<file path="src/rtl/dmem_arbiter.sv">
// Round-robin arbiter for two requesters sharing the single-ported DataMem.
// Range-checks word addresses and routes one-cycle-latency read data back.
module dmem_arbiter #(
    parameter int ADDR_W = 32,
    parameter int DATA_W = 32,
    parameter int DEPTH  = 256
) (
    input  logic              clk,
    input  logic              rst_n,
    input  logic              req0,
    input  logic              req1,
    input  logic              we0,
    input  logic              we1,
    input  logic              lock0,
    input  logic              lock1,
    input  logic [ADDR_W-1:0] addr0,
    input  logic [ADDR_W-1:0] addr1,
    input  logic [DATA_W-1:0] wdata0,
    input  logic [DATA_W-1:0] wdata1,
    output logic              gnt0,
    output logic              gnt1,
    output logic              rvalid0,
    output logic              rvalid1,
    output logic [DATA_W-1:0] rdata0,
    output logic [DATA_W-1:0] rdata1,
    output logic              err0,
    output logic              err1,
    output logic              mem_read,
    output logic              mem_write,
    output logic [ADDR_W-1:0] mem_addr,
    output logic [DATA_W-1:0] mem_wdata,
    input  logic [DATA_W-1:0] mem_rdata
);

    typedef enum logic [1:0] {
        OWN_NONE,
        OWN_P0,
        OWN_P1
    } own_e;

    own_e        lock_q, lock_d;
    logic        last_q, last_d;
    logic [1:0]  rvalid_q, rvalid_d;
    logic [1:0]  err_q, err_d;

    logic              any_gnt;
    logic              sel;
    logic              s_we;
    logic              s_lock;
    logic              s_inr;
    logic [ADDR_W-1:0] s_addr;
    logic [DATA_W-1:0] s_wdata;

    // Lock holder first, then a lone requester, then the port that lost last time.
    always_comb begin
        gnt0 = 1'b0;
        gnt1 = 1'b0;
        if (rst_n) begin
            if (lock_q == OWN_P0 && req0) begin
                gnt0 = 1'b1;
            end else if (lock_q == OWN_P1 && req1) begin
                gnt1 = 1'b1;
            end else if (req0 && req1) begin
                gnt0 = last_q;
                gnt1 = ~last_q;
            end else begin
                gnt0 = req0;
                gnt1 = req1;
            end
        end
    end

    assign any_gnt = gnt0 | gnt1;
    assign sel     = gnt1;
    assign s_we    = sel ? we1 : we0;
    assign s_lock  = sel ? lock1 : lock0;
    assign s_addr  = sel ? addr1 : addr0;
    assign s_wdata = sel ? wdata1 : wdata0;
    assign s_inr   = s_addr < ADDR_W'(DEPTH);

    assign mem_read  = any_gnt & s_inr & ~s_we;
    assign mem_write = any_gnt & s_inr & s_we;
    assign mem_addr  = any_gnt ? s_addr : '0;
    assign mem_wdata = any_gnt ? s_wdata : '0;

    always_comb begin
        rvalid_d = {gnt1 & ~we1, gnt0 & ~we0};
        err_d    = {gnt1 & ~s_inr, gnt0 & ~s_inr};
        last_d   = any_gnt ? sel : last_q;
        lock_d   = OWN_NONE;
        if (any_gnt && s_lock) begin
            lock_d = sel ? OWN_P1 : OWN_P0;
        end
    end

    always_ff @(posedge clk or negedge rst_n) begin
        if (!rst_n) begin
            lock_q   <= OWN_NONE;
            last_q   <= 1'b1;
            rvalid_q <= '0;
            err_q    <= '0;
        end else begin
            lock_q   <= lock_d;
            last_q   <= last_d;
            rvalid_q <= rvalid_d;
            err_q    <= err_d;
        end
    end

    // Errored reads return zero instead of whatever DataMem holds on its bus.
    assign rvalid0 = rvalid_q[0];
    assign rvalid1 = rvalid_q[1];
    assign err0    = err_q[0];
    assign err1    = err_q[1];
    assign rdata0  = (rvalid_q[0] & ~err_q[0]) ? mem_rdata : '0;
    assign rdata1  = (rvalid_q[1] & ~err_q[1]) ? mem_rdata : '0;

endmodule

</file>
<file path="config.mk">
export PLATFORM = sky130hd
export DESIGN_NAME = dmem_arbiter
export DESIGN_NICKNAME = d
export VERILOG_FILES = /design/src/rtl/dmem_arbiter.sv
export SDC_FILE = /design/constraint.sdc
export NUM_CORES = 1
export LEC_CHECK = 0
export ABC_AREA = 1
export BUFFER_PORTS_ARGS = -buffer_cell sky130_fd_sc_hd__buf_4
export CORE_AREA = 2 2 116 118
export DETAILED_ROUTE_END_ITERATION = 7
export DIE_AREA = 0 0 118 120
export GPL_TIMING_DRIVEN = 0
export SLEW_MARGIN = 40
export SYNTH_ARGS = -nofsm -noshare
export SYNTH_HDL_FRONTEND = slang
export SYNTH_SLANG_ARGS = --single-unit
</file>
<file path="constraint.sdc">
create_clock -name clk -period 1.7 [get_ports clk]
set_clock_uncertainty 0.15 [all_clocks]
set_input_delay 0.17 -clock clk [delete_from_list [all_inputs] [get_ports clk]]
set_output_delay 0.17 -clock clk [all_outputs]
set_load 0.02 [all_outputs]
</file>
# Yosys cells after proc, flatten, opt, wreduce, memory -nomap -nowiden
# Index checks and enable logic that the tools add are counted.
[classes]
n_bitwise = 17
mux = 18
n_reduce_logical = 4
magnitude_cmp = 1
eq_ne = 2
[ops]
columns = ["cell", "n"]
rows = [
  ["32-bit 2-to-1 mux", 6],
  ["32-bit by 9-bit < comparator with 1-bit output, second input constant", 1],
  ["1-bit 2-to-1 mux", 10],
  ["1-bit bitwise AND", 9],
  ["1-bit NOT", 7],
  ["1-bit logical AND", 4],
  ["2-bit 2-to-1 mux", 2],
  ["2-bit by 1-bit == test with 1-bit output, second input constant", 1],
  ["2-bit == test, second input constant", 1],
  ["1-bit OR", 1],
]
[word_totals]
word_cells = 46
ff_bits = 7
in_bits = 168

# Logic depth before layout (Yosys ltp)
[depth]
ltp_word = 9
depth_mapped = 13

# Worst setup path before layout
# No wires, ideal clock.
[synth_path]
path_type = "reg-to-output"
start = "register last_q"
end = "output mem_read"
arrival_ns = 1.741
n_path_buf = 1
stages_incl_launch_ff = 14
path_slack_ns = -0.361
path_cell_list = "dfstp_2 > nand2_1 > nand2_1 > nand2_4 > nand2_8 > buf_12 > nand2_1 > nand2_2 > nand2_1 > nor2_1 > nand2_1 > nor2_2 > nand3_2 > nor2_1"
[synth_between]
elab_chain_len = 9
[synth_lines]
columns = ["item", "line_no", "source"]
rows = [
  ["start: declaration", "42", "logic last_q, last_d;"],
  ["start signal: assignment", "104", "last_q <= last_d;"],
  ["1-bit NOT", "65", "gnt1 = ~last_q;"],
  ["1-bit 2-to-1 mux", "63", "end else if (req0 && req1) begin"],
  ["1-bit 2-to-1 mux", "61", "end else if (lock_q == OWN_P1 && req1) begin"],
  ["1-bit 2-to-1 mux", "59", "if (lock_q == OWN_P0 && req0) begin"],
  ["1-bit 2-to-1 mux", "58", "if (rst_n) begin"],
  ["32-bit 2-to-1 mux", "77", "assign s_addr = sel ? addr1 : addr0;"],
  ["32-bit by 9-bit < comparator with 1-bit output", "79", "assign s_inr = s_addr < ADDR_W'(DEPTH);"],
  ["1-bit bitwise AND", "81", "assign mem_read = any_gnt & s_inr & ~s_we;"],
  ["1-bit bitwise AND (*)", "81", ""],
  ["end: declaration", "28", "output logic mem_read,"],
]
# Every way passes the cells marked *; elsewhere a longest branch is shown, timed or not.

# Worst setup path in the final report
[layout_path]
start = "register lock_q[0]"
end = "output mem_write"
[layout_between]
elab_chain_len = 9
[layout_lines]
columns = ["item", "line_no", "source"]
rows = [
  ["start: declaration", "41", "own_e lock_q, lock_d;"],
  ["start signal: assignment", "103", "lock_q <= lock_d;"],
  ["2-bit == test", "61", ""],
  ["1-bit logical AND", "61", ""],
  ["1-bit 2-to-1 mux", "61", ""],
  ["1-bit 2-to-1 mux", "59", ""],
  ["1-bit 2-to-1 mux", "58", ""],
  ["32-bit 2-to-1 mux", "77", ""],
  ["32-bit by 9-bit < comparator with 1-bit output", "79", ""],
  ["1-bit bitwise AND", "82", "assign mem_write = any_gnt & s_inr & s_we;"],
  ["1-bit bitwise AND (*)", "82", ""],
  ["end: declaration", "29", "output logic mem_write,"],
]
# Marks and branches as above.

==> run_results.csv <==
group,metric,value,unit
timing,setup_tns,-44.27,ns
global_route,grt_max_degree,11,
detailed_routing,via_per_inst,4.185,
critical_path,path_class,"reg2out",
global_route,gr-usage-all-layers,19.33,%
critical_path,cp-end-kind,"primary output",
timing,fin_crit_sh,147.8,%
detailed_routing,dr.pass1.iters,4,
pwr,p_leak,3.609,nW
logic_synthesis,avgSynthCellArea,4.652,µm²
logic_synthesis,syn_inst,451,
logic_synthesis,yosys.area.top_type,"nand2_1",
cells_and_area,drive_above_1_share,67.60,%
logic_synthesis,async_flop_share,100.0,%
floorplanning,die-area,0.01416,mm²
detailed_routing,wl_per_cell,15.27,µm
logic_synthesis,ys_seq_area_share,8.408,%
run_status,status,"complete, but fails checks",
global_route,first_global_vias,4198,
logic_synthesis,synth-edff-count,0,
timing,layout_setup_ws,-0.8122,ns
placed_design,gp_congestion,0.8220,
cells_and_area,nets,990,
floorplanning,die_h,120,µm
critical_path,cp.arrival,2.19,ns
clock_tree,cts_buffers,3,
critical_path,critPathLaunchType,"flip-flop",
timing,relSlewSlack,78.23,%
cells_and_area,n_antenna_cell,0,
logic_synthesis,syn-num-nets,619,
logic_synthesis,yosysMostFrequentCell,"nand2_1",
floorplanning,rows,42,
run_status,violations,"setup timing",
clock_tree,clkTransAtPathRegs,0.04,ns
timing,setup_viol,74,
placed_design,portBuffers,303,
flow_run,drv_cap,0,
placed_design,hpwlAfterDp,11310,µm
cells_and_area,area_growth,235.5,%
detailed_routing,num_vias,4172,
timing,fmax,398.1,MHz
detailed_routing,drc,0,
timing,drv_slew,0,
clock_tree,root_buffer,"clkbuf_16",
timing,tightest_slew,0.3254,ns
logic_synthesis,synth_flop_cell,"dfrtp_1",
global_route,grt_overflow_total,0,
logic_synthesis,synth_cell_types,25,
clock_tree,cts_tree,"done",
critical_path,required,1.38,ns
clock_tree,clk_latency,0.23,ns
detailed_routing,final_antenna_net_count,0,
clock_tree,clkSinkCount,7,
timing,timing.hold.ws,0.02828,ns
floorplanning,initial_core_util,16.17,%
floorplanning,core_area,0.01298,mm²
logic_synthesis,synth_top_cell_area_share,27.01,%
timing,fin_crit,2.512,ns
timing,hold_violations,0,
logic_synthesis,ys_warn_count,0,
worst_hold_path,min_path_type,"in2reg",
floorplanning,top_level_ports,304,
global_route,grt_pass1_wl,21800,µm
logic_synthesis,synthTopCellsByArea,"nand2_1 27%, nor2_1 20%, inv_1 13%, a21oi_1 9.5%, dfrtp_1 7.2%",
critical_path,crit_fanout,5,
pwr,ir_worst_vdd,0.0003223,V
pwr,power_density,478.3,mW/mm²
global_route,grt_antenna_before_repair,0,
timing,grt_setup_unrepaired,"yes",
logic_synthesis,ys_ff_latch,7,
clock_tree,cts_max_level,1,
detailed_routing,drt-initial-drc-count,128,
floorplanning,die_w,118,µm
logic_synthesis,syn_area,0.002098,mm²
detailed_routing,wl,15230,µm
logic_synthesis,synthTopCellsByCount,"151 x nand2_1, 112 x nor2_1, 71 x inv_1, 40 x a21oi_1, 14 x nand3b_1",
clock_tree,cts_buffer_depth,2,
## logic make-up (layout without fill, tap and decap cells)
kind of cell | Yosys count | in the layout | share of synthesized area [%]
buffers and inverters | 99 | 468 | 21.05
DFF | 7 | 7 | 8.408
AOI/OAI and AO/OA | 50 | 50 | 12.10
and+or+nand+nor | 295 | 296 | 58.44
## flip-flops by register name, summed over array words and instances, names as in the netlist
register	flops
lock_q	2
rvalid_q	2
last_q	1
err_q	2
## metrics by stage
step                util [%]  setup WS, ns  instance area, µm²  power [mW]  instances
global placement       41.93       -0.5999                5443       2.173        930
finish                 54.24       -0.8122                7041       3.367        997
detailed placement     41.93       -0.6095                5443       2.177        930
floorplan                  -       -0.2634                2948       1.366        451
CTS                    51.55       -0.7591                6691       3.237        981
global route           54.24       -0.9485                7041       3.545        997
## where the power goes
part / internal [mW] / total [mW] / switching, mW
sequential: 0.186 / 0.199 / 0.0124
combinational: 1.40 / 2.77 / 1.36
clock: 0.312 / 0.402 / 0.0897
## critical path, stage by stage, from the launching register on
cell	delay, ns
dfrtp_1	0.38
nand2_2	0.09
nor2_4	0.05
nor2_4	0.13
buf_12	0.13
buf_8	0.11
buf_6	0.11
nand3b_1	0.10
nand2_2	0.11
nand2_1	0.06
nor2_1	0.09
nand2_1	0.10
nor2_4	0.14
nand3_4	0.11
nor2_4	0.12
buf_6	0.12
## per-layer routing
layer / share of wire [%] / track usage, % / vias up
met5: 0 / 0 / -
met4: 0.81 / 3.765 / 0
met3: 6.7 / 3.897 / 12
met2: 55 / 37.90 / 180
met1: 38 / 21.42 / 1899
li1: - / - / 2081
## cells in the final DEF (no fill, tap or decap), drive strengths merged
master | synthesis | routed
buf | 16 | 379
nand2 | 160 | 161
nor2 | 115 | 115
inv | 73 | 74
a21oi | 40 | 40
nand3b | 14 | 14
clkbuf | 10 | 12
o21ai | 10 | 10
dfrtp | 6 | 6
nand3 | 6 | 6
dlygate4sd3 | 0 | 3
dfstp | 1 | 1
## path summary, 6_finish.rpt
check / slack [ns] / endpoint / from / depth (start not counted)
setup reg to reg: -0.54 / err_q[1] / lock_q[0] / 16
hold / removal: 0.03 / lock_q[0] / lock0 / 3
hold reg to reg: 0.37 / last_q / last_q / 2
max in group asynchronous: 0.87 / last_q / rst_n / 2
min in group asynchronous: 0.24 / lock_q[0] / rst_n / 2
setup / recovery: -0.81 / mem_write / lock_q[0] / 15
## what timing repair did
item,in CTS,in global routing
buffers inserted,36,21
gates resized for setup,160,88
hold buffers,3,0
hold endpoints to repair,9,0
endpoints found under the setup margin,134,93
cloned,13,1
pin swaps,27,56
## area by class of cell
cell class              instances  area, µm²
fillers                      1241       5939
repair buffers                366       3338
multi-input cells             346       2556
plain buffers                  24      356.6
inverters                      73      297.8
well taps                     176      220.2
flip-flops and latches          7      176.4
clock buffers                   4      78.83
repair inverters                1      16.27
Note: power is estimated with default switching activity, not from simulation.
